`src/rtl/spi_slave_param.sv`:
```
// spi_slave_param: parameterised SPI slave (mode set by CPOL/CPHA, WIDTH-bit
// frames, MSB- or LSB-first) running entirely in the clk domain. SPI pins go
// through 2-flop synchronisers and im_sclk edges are found by comparing the
// synchronised level with its previous value.
// Optional feature macro: SPI_SLAVE_OVERRUN_EN adds the sticky overrun flag.
module spi_slave_param #(
  parameter int WIDTH     = 8,
  parameter int CPOL      = 0,
  parameter int CPHA      = 0,
  parameter int MSB_FIRST = 1
) (
  input  logic             clk,
  input  logic             reset,
  input  logic             im_sclk,
  input  logic             im_cs,
  input  logic             im_mosi,
  output logic             im_miso,
  input  logic [WIDTH-1:0] tx_data,
  input  logic             tx_load,
  output logic             tx_ready,
  output logic [WIDTH-1:0] rx_data,
  output logic             rx_valid,
  input  logic             rx_ack,
  output logic             busy
`ifdef SPI_SLAVE_OVERRUN_EN
  ,
  output logic             overrun
`endif
);

  localparam int   CW          = $clog2(WIDTH) + 1;
  localparam logic SCLK_IDLE   = (CPOL != 0) ? 1'b1 : 1'b0;
  localparam bit   SAMPLE_RISE = (CPOL == CPHA);
  localparam bit   SKIP_FIRST  = (CPHA != 0);
  localparam bit   MSB_OUT     = (MSB_FIRST != 0);

  typedef enum logic [1:0] {
    ST_IDLE  = 2'd0,
    ST_SHIFT = 2'd1,
    ST_DONE  = 2'd2
  } state_e;

  // Move the register one place toward the outgoing end, inserting bit_in
  // at the incoming end.
  function automatic logic [WIDTH-1:0] shift_in(input logic [WIDTH-1:0] word,
                                                input logic             bit_in);
    if (MSB_OUT) begin
      shift_in = {word[WIDTH-2:0], bit_in};
    end else begin
      shift_in = {bit_in, word[WIDTH-1:1]};
    end
  endfunction

  // Bit presented on im_miso for a given register value.
  function automatic logic out_bit(input logic [WIDTH-1:0] word);
    out_bit = MSB_OUT ? word[WIDTH-1] : word[0];
  endfunction

  // Synchroniser and edge-detect flops.
  logic cs_s1_q, cs_s2_q, sclk_s1_q, sclk_s2_q, sclk_prev_q, mosi_s1_q, mosi_s2_q;

  // Frame state. prime_q counts the cycles after reset until the synchroniser
  // outputs reflect the real pins; armed_q records that im_cs was seen high,
  // which is required before a new frame may start.
  state_e           state_q, state_d;
  logic [1:0]       prime_q, prime_d;
  logic             armed_q, armed_d;
  logic [CW-1:0]    cnt_q, cnt_d;
  logic [WIDTH-1:0] shreg_q, shreg_d;
  logic             rx_bit_q, rx_bit_d;
  logic             skip_q, skip_d;
  logic [WIDTH-1:0] txbuf_q, txbuf_d;
  logic             txfull_q, txfull_d;
  logic             tx_ready_q, tx_ready_d;
  logic [WIDTH-1:0] rx_data_q, rx_data_d;
  logic             rx_valid_q, rx_valid_d;
  logic             miso_q, miso_d;
  logic             busy_q, busy_d;

  logic sclk_rise_s, sclk_fall_s, sample_edge_s, shift_edge_s, done_s;

  assign sclk_rise_s   = sclk_s2_q & ~sclk_prev_q;
  assign sclk_fall_s   = ~sclk_s2_q & sclk_prev_q;
  assign sample_edge_s = SAMPLE_RISE ? sclk_rise_s : sclk_fall_s;
  assign shift_edge_s  = SAMPLE_RISE ? sclk_fall_s : sclk_rise_s;
  assign done_s        = (state_q == ST_DONE);

  assign im_miso  = miso_q;
  assign tx_ready = tx_ready_q;
  assign rx_data  = rx_data_q;
  assign rx_valid = rx_valid_q;
  assign busy     = busy_q;

  // Next-state, datapath and output computation for the frame FSM.
  always_comb begin
    state_d    = state_q;
    prime_d    = prime_q;
    armed_d    = armed_q;
    cnt_d      = cnt_q;
    shreg_d    = shreg_q;
    rx_bit_d   = rx_bit_q;
    skip_d     = skip_q;
    txbuf_d    = txbuf_q;
    txfull_d   = txfull_q;
    rx_data_d  = rx_data_q;
    rx_valid_d = rx_valid_q;

    if (prime_q != 2'd2) begin
      prime_d = prime_q + 2'd1;
    end else begin
      prime_d = prime_q;
    end

    if ((prime_q == 2'd2) && cs_s2_q) begin
      armed_d = 1'b1;
    end else begin
      armed_d = armed_q;
    end

    if (rx_ack) begin
      rx_valid_d = 1'b0;
    end else begin
      rx_valid_d = rx_valid_q;
    end

    case (state_q)
      ST_IDLE: begin
        cnt_d  = '0;
        skip_d = SKIP_FIRST;
        if (!cs_s2_q && armed_q) begin
          state_d  = ST_SHIFT;
          armed_d  = 1'b0;
          shreg_d  = txfull_q ? txbuf_q : '0;
          txfull_d = 1'b0;
        end else begin
          state_d = ST_IDLE;
        end
      end
      ST_SHIFT: begin
        if (cs_s2_q) begin
          state_d = ST_IDLE;
        end else if (sample_edge_s) begin
          rx_bit_d = mosi_s2_q;
          cnt_d    = cnt_q + {{(CW-1){1'b0}}, 1'b1};
          if (cnt_q == CW'(WIDTH - 1)) begin
            state_d = ST_DONE;
          end else begin
            state_d = ST_SHIFT;
          end
        end else if (shift_edge_s) begin
          if (skip_q) begin
            skip_d = 1'b0;
          end else begin
            shreg_d = shift_in(shreg_q, rx_bit_q);
          end
        end else begin
          state_d = ST_SHIFT;
        end
      end
      ST_DONE: begin
        // The last sampled bit is still held in rx_bit_q; fold it in here.
        state_d    = ST_IDLE;
        rx_data_d  = shift_in(shreg_q, rx_bit_q);
        rx_valid_d = 1'b1;
      end
      default: begin
        state_d = ST_IDLE;
      end
    endcase

    // tx_ready_q is the pre-start buffer state, so a load coinciding with a
    // start on an empty buffer refills it while the frame sends zeros.
    if (tx_load && tx_ready_q) begin
      txbuf_d  = tx_data;
      txfull_d = 1'b1;
    end else begin
      txbuf_d = txbuf_d;
    end

    tx_ready_d = ~txfull_d;
    busy_d     = (state_d != ST_IDLE);
    if (state_d == ST_SHIFT) begin
      miso_d = out_bit(shreg_d);
    end else begin
      miso_d = 1'b0;
    end
  end

  // Synchronisers plus all frame registers, with synchronous reset.
  always_ff @(posedge clk) begin
    if (reset) begin
      cs_s1_q     <= 1'b1;
      cs_s2_q     <= 1'b1;
      sclk_s1_q   <= SCLK_IDLE;
      sclk_s2_q   <= SCLK_IDLE;
      sclk_prev_q <= SCLK_IDLE;
      mosi_s1_q   <= 1'b0;
      mosi_s2_q   <= 1'b0;
      state_q     <= ST_IDLE;
      prime_q     <= 2'd0;
      armed_q     <= 1'b0;
      cnt_q       <= '0;
      shreg_q     <= '0;
      rx_bit_q    <= 1'b0;
      skip_q      <= 1'b0;
      txbuf_q     <= '0;
      txfull_q    <= 1'b0;
      tx_ready_q  <= 1'b1;
      rx_data_q   <= '0;
      rx_valid_q  <= 1'b0;
      miso_q      <= 1'b0;
      busy_q      <= 1'b0;
    end else begin
      cs_s1_q     <= im_cs;
      cs_s2_q     <= cs_s1_q;
      sclk_s1_q   <= im_sclk;
      sclk_s2_q   <= sclk_s1_q;
      sclk_prev_q <= sclk_s2_q;
      mosi_s1_q   <= im_mosi;
      mosi_s2_q   <= mosi_s1_q;
      state_q     <= state_d;
      prime_q     <= prime_d;
      armed_q     <= armed_d;
      cnt_q       <= cnt_d;
      shreg_q     <= shreg_d;
      rx_bit_q    <= rx_bit_d;
      skip_q      <= skip_d;
      txbuf_q     <= txbuf_d;
      txfull_q    <= txfull_d;
      tx_ready_q  <= tx_ready_d;
      rx_data_q   <= rx_data_d;
      rx_valid_q  <= rx_valid_d;
      miso_q      <= miso_d;
      busy_q      <= busy_d;
    end
  end

`ifdef SPI_SLAVE_OVERRUN_EN
  logic overrun_q, overrun_d;

  assign overrun = overrun_q;

  // Sticky overrun: a word completes while the previous one is unacknowledged.
  always_comb begin
    overrun_d = overrun_q;
    if (done_s && rx_valid_q && !rx_ack) begin
      overrun_d = 1'b1;
    end else if (rx_ack && !done_s) begin
      overrun_d = 1'b0;
    end else begin
      overrun_d = overrun_q;
    end
  end

  // Overrun flag register.
  always_ff @(posedge clk) begin
    if (reset) begin
      overrun_q <= 1'b0;
    end else begin
      overrun_q <= overrun_d;
    end
  end
`else
  logic unused_done_s;
  assign unused_done_s = done_s;
`endif

endmodule
```
`config.mk`:
```
export PLATFORM = sky130hd
export DESIGN_NAME = spi_slave_param
export DESIGN_NICKNAME = d
export VERILOG_FILES = /design/src/rtl/spi_slave_param.sv
export SDC_FILE = /design/constraint.sdc
export NUM_CORES = 1
export LEC_CHECK = 0
export BUFFER_PORTS_ARGS = -buffer_cell sky130_fd_sc_hd__buf_2
export CORE_ASPECT_RATIO = 1.5
export CORE_MARGIN = 4
export CORE_UTILIZATION = 40
export CTS_BUF_LIST = sky130_fd_sc_hd__clkbuf_8
export DETAILED_ROUTE_END_ITERATION = 10
export GPL_TIMING_DRIVEN = 0
export HOLD_SLACK_MARGIN = 0.05
export SLEW_MARGIN = 10
export SYNTH_ARGS = -nofsm -noshare
export SYNTH_HDL_FRONTEND = slang
export SYNTH_SLANG_ARGS = --single-unit
```
`constraint.sdc`:
```
create_clock -name clk -period 2.55 [get_ports clk]
set_input_delay 0.51 -clock clk [delete_from_list [all_inputs] [get_ports clk]]
set_output_delay 0.51 -clock clk [all_outputs]
set_load 0.02 [all_outputs]
```
==> qor.csv, run 1 <==
stage,metric,value,unit
clock_network,Root Buffer,clkbuf_8,
timing,Tmin final,1.719,ns
layout,"most common cell after layout, fill and taps aside",dfxtp_1,
die,Die W,63.59,µm
layout,P&R area growth vs syn,15.59,%
clock_network,clk slew on worst S/H paths,0.09,ns
timing,Final Hold Viols,0,
yosys,syn avg cell area,8.788,µm²
timing,Setup-failing EPs final,0,
power_and_ir_drop,clock share of power,36.7,%
global_route,vias in the first global route,1508,
worst_setup_path,CP Buf/Inv Count,1,
worst_setup_path,worst-path cell chain,or4b_1 > clkbuf_1 > o211ai_1 > a21oi_1,
routing,Via Count,1562,
clock_network,clk_lat worst skew,0.30,ns
die,Chip Height,91.39,µm
worst_setup_path,Worst Setup End Kind,flip-flop,
clock_network,post-CTS resize count,0,
run,max cap viols,0,
clock_network,CTS tree,built,
worst_setup_path,CP Class,flip-flop to flip-flop,
die,die area,5811,µm²
layout,fin nets,259,
timing,Fmax achieved,581.8,MHz
clock_network,Max clock buf depth,2,
global_route,initial antenna violation count,0,
worst_setup_path,CP startpoint kind,flip-flop,
routing,ANT nets after route,0,
power_and_ir_drop,cell area power density,674.0,nW/µm²
clock_network,clock sink total,46,
power_and_ir_drop,leak pwr,0.0007667,µW
routing,Total Routed Length,4100,µm
global_route,pin count of the biggest net entering global routing,15,
power_and_ir_drop,P_sw,343.0,µW
routing,routed len/inst,14.09,µm
timing,Final Slew Violations,0,
timing,skew final,0.007530,ns
layout,register area,920.9,µm²
die,core area,4504,µm²
routing,Initial DRC Count,77,
worst_setup_path,Slowest Stage Delay on Critical Path,0.63,ns
yosys,post-synthesis register bit count,46,
timing,Worst slew margin,60.57,%
global_route,first-pass GRT wire length,6900,µm
yosys,sequential-to-total area share from yosys stat,49.66,%
worst_setup_path,"delay-heaviest family, CP",simple AND/OR/NAND/NOR gates,
layout,most frequent cells in the layout,"dfxtp_1, nand2_1, a21oi_1",
outcome,status,completed,
power_and_ir_drop,Internal,1102,µW
worst_setup_path,crit-path max FO,10,
yosys,Syn. warnings,0,
yosys,Mapped Area,1854,µm²
worst_setup_path,"Req. time, crit path",2.73,ns
clock_network,# H-tree levels,2,
placed_design,DP HPWL,2975,µm
layout,footprint of the multi-input gates,834.6,µm²
placed_design,Buffers on Ports,24,
power_and_ir_drop,maximum VDD drop,446.1,µV
yosys,Post-Syn Nets,228,
clock_network,cts hold-fix bufs,0,
die,# rows,30,
layout,Fillers,480,
clock_network,Post-CTS Setup Repair Bufs,0,
power_and_ir_drop,total design power,1445,µW
power_and_ir_drop,sequential share of power,53.7,%
hold_path,worst min path class,input port to flip-flop,
yosys,synth unique cells,34,
power_and_ir_drop,Logic pwr share,9.6,%
timing,setup TNS,0,ns
timing,worst slew pin tran,0.5832,ns
layout,share of cells above drive strength 1,15.64,%
die,top-level I/O count,27,
timing,RSZ-0062 raised after global routing,no,
global_route,all-layer global routing usage,15.12,%
routing,DRC Markers,0,
worst_setup_path,slowest CP cell,or4b_1,
global_route,grt total ovfl,0,
routing,DR vias/cell,5.368,
layout,# diodes,0,
yosys,Post-Synthesis Cells,211,
placed_design,routability cong.,0.7693,
worst_setup_path,crit path DAT,1.90,ns
die,starting density of the core,41.17,%
power_and_ir_drop,Net Sw Frac,23.74,%
routing,Initial DRT Pass Iterations,4,
timing,period utilisation layout,67.41,%
clock_network,total CTS buffers,5,
[worst reg2reg max path: stages, from the launching register on]
cell,delay [ns]
dfxtp_1,0.41
or4b_1,0.63
clkbuf_1,0.31
o211ai_1,0.18
a21oi_1,0.08
[path summary, 6_finish.rpt]
kind                               from                       to  slack, ns  cells after the start
hold / removal                    im_cs       cs_s1_q$_SDFF_PP1_       0.39                      2
hold reg to reg      cs_s1_q$_SDFF_PP1_       cs_s2_q$_SDFF_PP1_       0.41                      1
setup reg to reg  state_q[1]$_SDFF_PP0_  shreg_q[1]$_SDFFE_PP0P_       0.83                      4
setup / recovery  state_q[1]$_SDFF_PP0_  shreg_q[1]$_SDFFE_PP0P_       0.83                      4
[per-stage QoR]
stage | util, % | area [µm²] | hold WS (ns) | instances | worst slack, ns
floorplan | - | 1854 | 0.3895 | 211 | 1.079
global placement | 45.17 | 2034 | 0.3934 | 283 | 0.8675
detailed placement | 45.17 | 2034 | 0.3950 | 283 | 0.8584
CTS | 47.58 | 2143 | 0.3869 | 291 | 0.8476
global route | 47.58 | 2143 | 0.3955 | 291 | 0.7651
finish | 47.58 | 2143 | 0.3921 | 291 | 0.8311
[registers in the layout, indices dropped and copies added (netlist names)]
name	count
im_miso	1
mosi_s2_q	1
busy	1
rx_data	8
sclk_s1_q	1
cs_s2_q	1
sclk_s2_q	1
prime_q	2
mosi_s1_q	1
sclk_prev_q	1
shreg_q	8
rx_bit_q	1
txbuf_q	8
cnt_q	4
rx_valid	1
txfull_q	1
state_q	2
tx_ready	1
cs_s1_q	1
armed_q	1
[logic make-up after synthesis]
family | share of synthesized area, %
AO/OA/AOI/OAI | 19.57
XOR/XNOR | 0.4724
adder cells (fa/ha/maj) | 1.349
buffers and inverters | 5.330
flip-flops | 49.66
multiplexers | 0.5398
AND/OR/NAND/NOR | 23.08
[cells in the mapped netlist]
library cell,n,area share [%]
a211o_1,1,0.47
a21o_1,1,0.41
a21oi_1,30,8.1
a221oi_2,1,0.81
a31oi_1,2,0.67
a41o_1,1,0.54
and2b_1,1,0.41
buf_1,2,0.41
buf_2,1,0.27
buf_6,2,1.2
clkbuf_1,13,2.6
dfxtp_1,46,50
ha_1,2,1.3
inv_1,4,0.81
mux2i_1,1,0.54
nand2_1,36,7.3
nand2b_1,4,1.3
nand3_1,12,3.2
nand3b_1,8,3.2
nand4_1,2,0.67
nand4bb_1,1,0.61
nor2_1,5,1.0
nor2b_1,6,2.0
nor3_1,2,0.54
nor4b_1,1,0.47
o211ai_1,8,3.2
o21ai_1,2,0.54
o21bai_1,1,0.41
o22a_1,8,3.8
o41a_1,1,0.61
or2_2,2,0.67
or3b_1,1,0.47
or4b_1,2,1.1
xor2_1,1,0.47
[power groups by stage]
stage	clock network (µW)	registers [µW]	logic (µW)
after floorplan	0	789	104
final	531	775	139
after global routing	575	779	159
after CTS	547	775	142
after detailed placement	0	792	142
after global placement	0	790	137
[final cells by class]
class | instances | share of cell area, %
Sequential cell | 46 | 42.97
Clock inverter | 3 | 1.868
Clock buffer | 5 | 3.211
Tap cell | 48 | 2.802
Timing Repair Buffer | 24 | 5.604
Multi-Input combinational cell | 143 | 38.94
Buffer | 18 | 3.911
Inverter | 4 | 0.7005
[per-layer routing]
metal / track usage (%) / up-vias / part of all wire, %
met1: 16.14 / 737 / 41
met4: 6.486 / 0 / 1.7
li1: - / 798 / -
met2: 27.46 / 20 / 55
met5: 0 / - / 0
met3: 3.837 / 7 / 2.9
Power figures use the tool's default switching activity.
==> run 2: changes to the inputs <==
--- a/config.mk
+++ b/config.mk
@@ -5,6 +5,7 @@
 export SDC_FILE = /design/constraint.sdc
 export NUM_CORES = 1
 export LEC_CHECK = 0
+export ABC_AREA = 1
 export BUFFER_PORTS_ARGS = -buffer_cell sky130_fd_sc_hd__buf_2
 export CORE_ASPECT_RATIO = 1.5
 export CORE_MARGIN = 4
==> constraint.sdc (replaced) <==
create_clock -name clk -period 1.72 [get_ports clk]
set_input_delay 0.344 -clock clk [delete_from_list [all_inputs] [get_ports clk]]
set_output_delay 0.344 -clock clk [all_outputs]
set_load 0.02 [all_outputs]
==> qor.csv, run 2 <==
stage,metric,value,unit,change
timing,skew final,0.002899,ns,was 0.007530 ns
yosys,Syn. warnings,0,,unchanged
yosys,"EDFF count, synth",0,,unchanged
power_and_ir_drop,cell area power density,986.5,nW/µm²,was 674.0 nW/µm²
layout,post-layout util,48.92,%,was 47.58%
yosys,Synth Area in Adders,1.390,%,was 1.350%
layout,share of cells above drive strength 1,17.65,%,was 15.64%
worst_setup_path,Worst Reg2Reg Path Length in Cells,7,,was 4
yosys,dominant cells by area after synthesis,"dfxtp_1, nor2_1, nand2_1",,"was dfxtp_1, a21oi_1, nand2_1"
yosys,Yosys top cell area share,51.15,%,was 49.66%
yosys,"Top FF cell, synth",dfxtp_1,,unchanged
hold_path,min-delay src,im_cs,,unchanged
yosys,sequential-to-total area share from yosys stat,51.15,%,was 49.66%
die,Die W,62.78,µm,was 63.59 µm
timing,Tmin final,1.345,ns,was 1.719 ns
clock_network,total CTS buffers,5,,unchanged
worst_setup_path,FF-to-FF setup slack,0.38,ns,was 0.83 ns
worst_setup_path,Slowest Stage Delay on Critical Path,0.35,ns,was 0.63 ns
yosys,combinational family with the most area after synthesis,simple AND/OR/NAND/NOR gates,,unchanged
routing,Total Routed Length,3339,µm,was 4100 µm
global_route,vias in the first global route,1287,,"was 1,508"
layout,non-filler cells in the finished layout,318,,was 291
timing,period utilisation layout,78.19,%,was 67.41%
power_and_ir_drop,maximum VDD drop,646.4,µV,was 446.1 µV
layout,P&R area growth vs syn,16.33,%,was 15.59%
worst_setup_path,worst-path cell chain,inv_1 > nor2_4 > nand3_1 > nand3_1 > nand2_1 > inv_1 > nor2_1,,was or4b_1 > clkbuf_1 > o211ai_1 > a21oi_1
placed_design,routability cong.,0.7861,,was 0.7693
clock_network,Post-CTS Setup Repair Bufs,0,,unchanged
timing,Setup-failing EPs final,0,,unchanged
routing,Via Count,1478,,"was 1,562"
clock_network,clock sink total,46,,unchanged
yosys,"area leader, netlist",dfxtp_1,,unchanged
clock_network,clk_lat worst skew,0.29,ns,was 0.30 ns
outcome,status,completed,,unchanged
routing,DRC Markers,0,,unchanged
worst_setup_path,Worst Setup End Kind,flip-flop,,unchanged
worst_setup_path,r2r endpoint,shreg_q[7]$_SDFF_PP0_,,was shreg_q[1]$_SDFFE_PP0P_
clock_network,Root Buffer,clkbuf_8,,unchanged
yosys,syn avg cell area,7.565,µm²,was 8.788 µm²
global_route,all-layer global routing usage,12.71,%,was 15.12%
yosys,Mapped Area,1800,µm²,was 1854 µm²
clock_network,cts hold-fix bufs,0,,unchanged
layout,"most common cell after layout, fill and taps aside",nor2_1,,was dfxtp_1
timing,setup TNS,0,ns,unchanged
global_route,pin count of the biggest net entering global routing,14,,was 15
layout,Fillers,459,,was 480
clock_network,Max clock buf depth,2,,unchanged
yosys,area share of and/or/nand/nor cells after synthesis,30.37,%,was 23.08%
routing,ANT nets after route,0,,unchanged
timing,worst slew pin tran,0.5015,ns,was 0.5832 ns
placed_design,DP HPWL,2497,µm,was 2975 µm
worst_setup_path,CP startpoint kind,flip-flop,,unchanged
yosys,synth unique cells,25,,was 34
global_route,first-pass GRT wire length,5747,µm,was 6900 µm
yosys,post-synthesis register bit count,46,,unchanged
timing,Worst slew margin,66.57,%,was 60.57%
worst_setup_path,slowest CP cell,dfxtp_1,,was or4b_1
die,top-level I/O count,27,,unchanged
timing,Final Slew Violations,0,,unchanged
worst_setup_path,crit path DAT,1.51,ns,was 1.90 ns
routing,routed len/inst,10.50,µm,was 14.09 µm
die,core area,4282,µm²,was 4504 µm²
timing,RSZ-0062 raised after global routing,no,,unchanged
hold_path,Hold Path Sink,cs_s1_q$_SDFF_PP1_,,unchanged
yosys,Async SR Flop Fraction,0,%,unchanged
worst_setup_path,"Req. time, crit path",1.89,ns,was 2.73 ns
routing,DR vias/cell,4.648,,was 5.368
die,starting density of the core,42.05,%,was 41.17%
die,die area,5661,µm²,was 5811 µm²
hold_path,worst min path class,input port to flip-flop,,unchanged
yosys,Post-Synth XOR/XNOR Area,0,%,was 0.4723%
power_and_ir_drop,total design power,2066,µW,was 1445 µW
timing,Final Hold Viols,0,,unchanged
global_route,grt total ovfl,0,,unchanged
placed_design,Placed Cells,310,,was 283
layout,fin nets,288,,was 259
run,max cap viols,0,,unchanged
die,# rows,29,,was 30
clock_network,post-CTS resize count,0,,unchanged
die,Chip Height,90.17,µm,was 91.39 µm
placed_design,Buffers on Ports,26,,was 24
worst_setup_path,Worst R2R Start,sclk_prev_q$_SDFF_PP0_,,was state_q[1]$_SDFF_PP0_
routing,Initial DRT Pass Iterations,4,,unchanged
yosys,Compound-Gate Fraction of Synth Area,10.84,%,was 19.57%
layout,# diodes,0,,unchanged
clock_network,clk slew on worst S/H paths,0.08,ns,was 0.09 ns
clock_network,# H-tree levels,2,,unchanged
clock_network,CTS tree,built,,unchanged
global_route,initial antenna violation count,0,,unchanged
timing,Fmax achieved,743.5,MHz,was 581.8 MHz
yosys,Post-Synthesis Cells,238,,was 211
routing,Initial DRC Count,42,,was 77
yosys,synth cell count leaders,"nor2_1, dfxtp_1, nand2_1, o21ai_0, inv_1",,"was dfxtp_1, nand2_1, a21oi_1, clkbuf_1, nand3_1"
worst_setup_path,CP Class,flip-flop to flip-flop,,unchanged
yosys,most frequent cell after synthesis,nor2_1,,was dfxtp_1
yosys,Post-Syn Nets,255,,was 228
worst_setup_path,crit-path max FO,8,,was 10
power_and_ir_drop,leak pwr,0.0008929,µW,was 0.0007667 µW
layout,most frequent cells in the layout,"nor2_1, dfxtp_1, nand2_1",,"was dfxtp_1, nand2_1, a21oi_1"
hold_path,hold path depth,2,,unchanged
yosys,mux cell area share after synthesis,0,%,was 0.5398%
==> run 2: kinds of logic (layout without fill, tap and decap cells) <==
kind of cell / Yosys count / count (layout)
compound gates: 37 / 37
fa+ha+maj: 2 / 2
buf+inv: 26 / 60
flops: 46 / 46
simple gates: 127 / 127
==> run 2: area by class of cell <==
type / instances / area [µm²] / area share [%]
Clock buffer: 5 / 68.82 / 3.286
Tap cell: 46 / 57.56 / 2.748
Timing Repair Buffer: 26 / 130.1 / 6.213
Sequential cell: 46 / 920.9 / 43.97
Multi-Input combinational cell: 166 / 767.0 / 36.62
Clock inverter: 3 / 37.54 / 1.792
Inverter: 19 / 71.32 / 3.405
Buffer: 7 / 41.29 / 1.971
==> run 2: how the worst max path moves through the flow <==
| stage | start | end | slack (ns) | depth (start not counted) |
|---|---|---|---|---|
| 2_1_floorplan | sclk_prev_q$_SDFF_PP0_ | shreg_q[7]$_SDFF_PP0_ | 0.62 | 7 |
| 3_3_place_gp | sclk_prev_q$_SDFF_PP0_ | shreg_q[7]$_SDFF_PP0_ | 0.37 | 7 |
| 3_5_place_dp | tx_load | txfull_q$_SDFF_PP0_ | 0.37 | 5 |
| 4_1_cts | sclk_prev_q$_SDFF_PP0_ | shreg_q[7]$_SDFF_PP0_ | 0.37 | 7 |
| 5_1_grt | sclk_prev_q$_SDFF_PP0_ | shreg_q[7]$_SDFF_PP0_ | 0.25 | 7 |
| 6_report | sclk_prev_q$_SDFF_PP0_ | shreg_q[7]$_SDFF_PP0_ | 0.38 | 7 |
==> run 2: worst max-delay path: cells and delay by family, from the launching register on <==
family | cells | cell delay [ns]
and+or+nand+nor | 5 | 0.74
DFF | 1 | 0.35
buffers and inverters | 2 | 0.14
==> run 2: metrics by stage <==
| stage | cell area, µm² | hold slack [ns] | worst slack [ns] |
|---|---|---|---|
| 2_1_floorplan | 1800 | 0.3883 | 0.6228 |
| 3_3_place_gp | 1988 | 0.3893 | 0.3696 |
| 3_5_place_dp | 1988 | 0.3937 | 0.3671 |
| 4_1_cts | 2095 | 0.2187 | 0.3664 |
| 5_1_grt | 2095 | 0.2234 | 0.2453 |
| 6_report | 2095 | 0.2283 | 0.3751 |
==> run 2: metal layers <==
metal	GRT usage, %	vias to the layer above	wire (µm)
met5	0	-	0
met4	6.630	0	76
met3	3.491	6	140
met2	21.46	24	1601
met1	14.41	637	1521
li1	-	811	-
==> run 2: where the power goes <==
| part | switching [µW] | internal [µW] | total (µW) |
|---|---|---|---|
| clock | 331 | 423 | 754 |
| sequential | 22.7 | 1120 | 1140 |
| combinational | 106 | 67.6 | 174 |
| total | 460 | 1610 | 2070 |
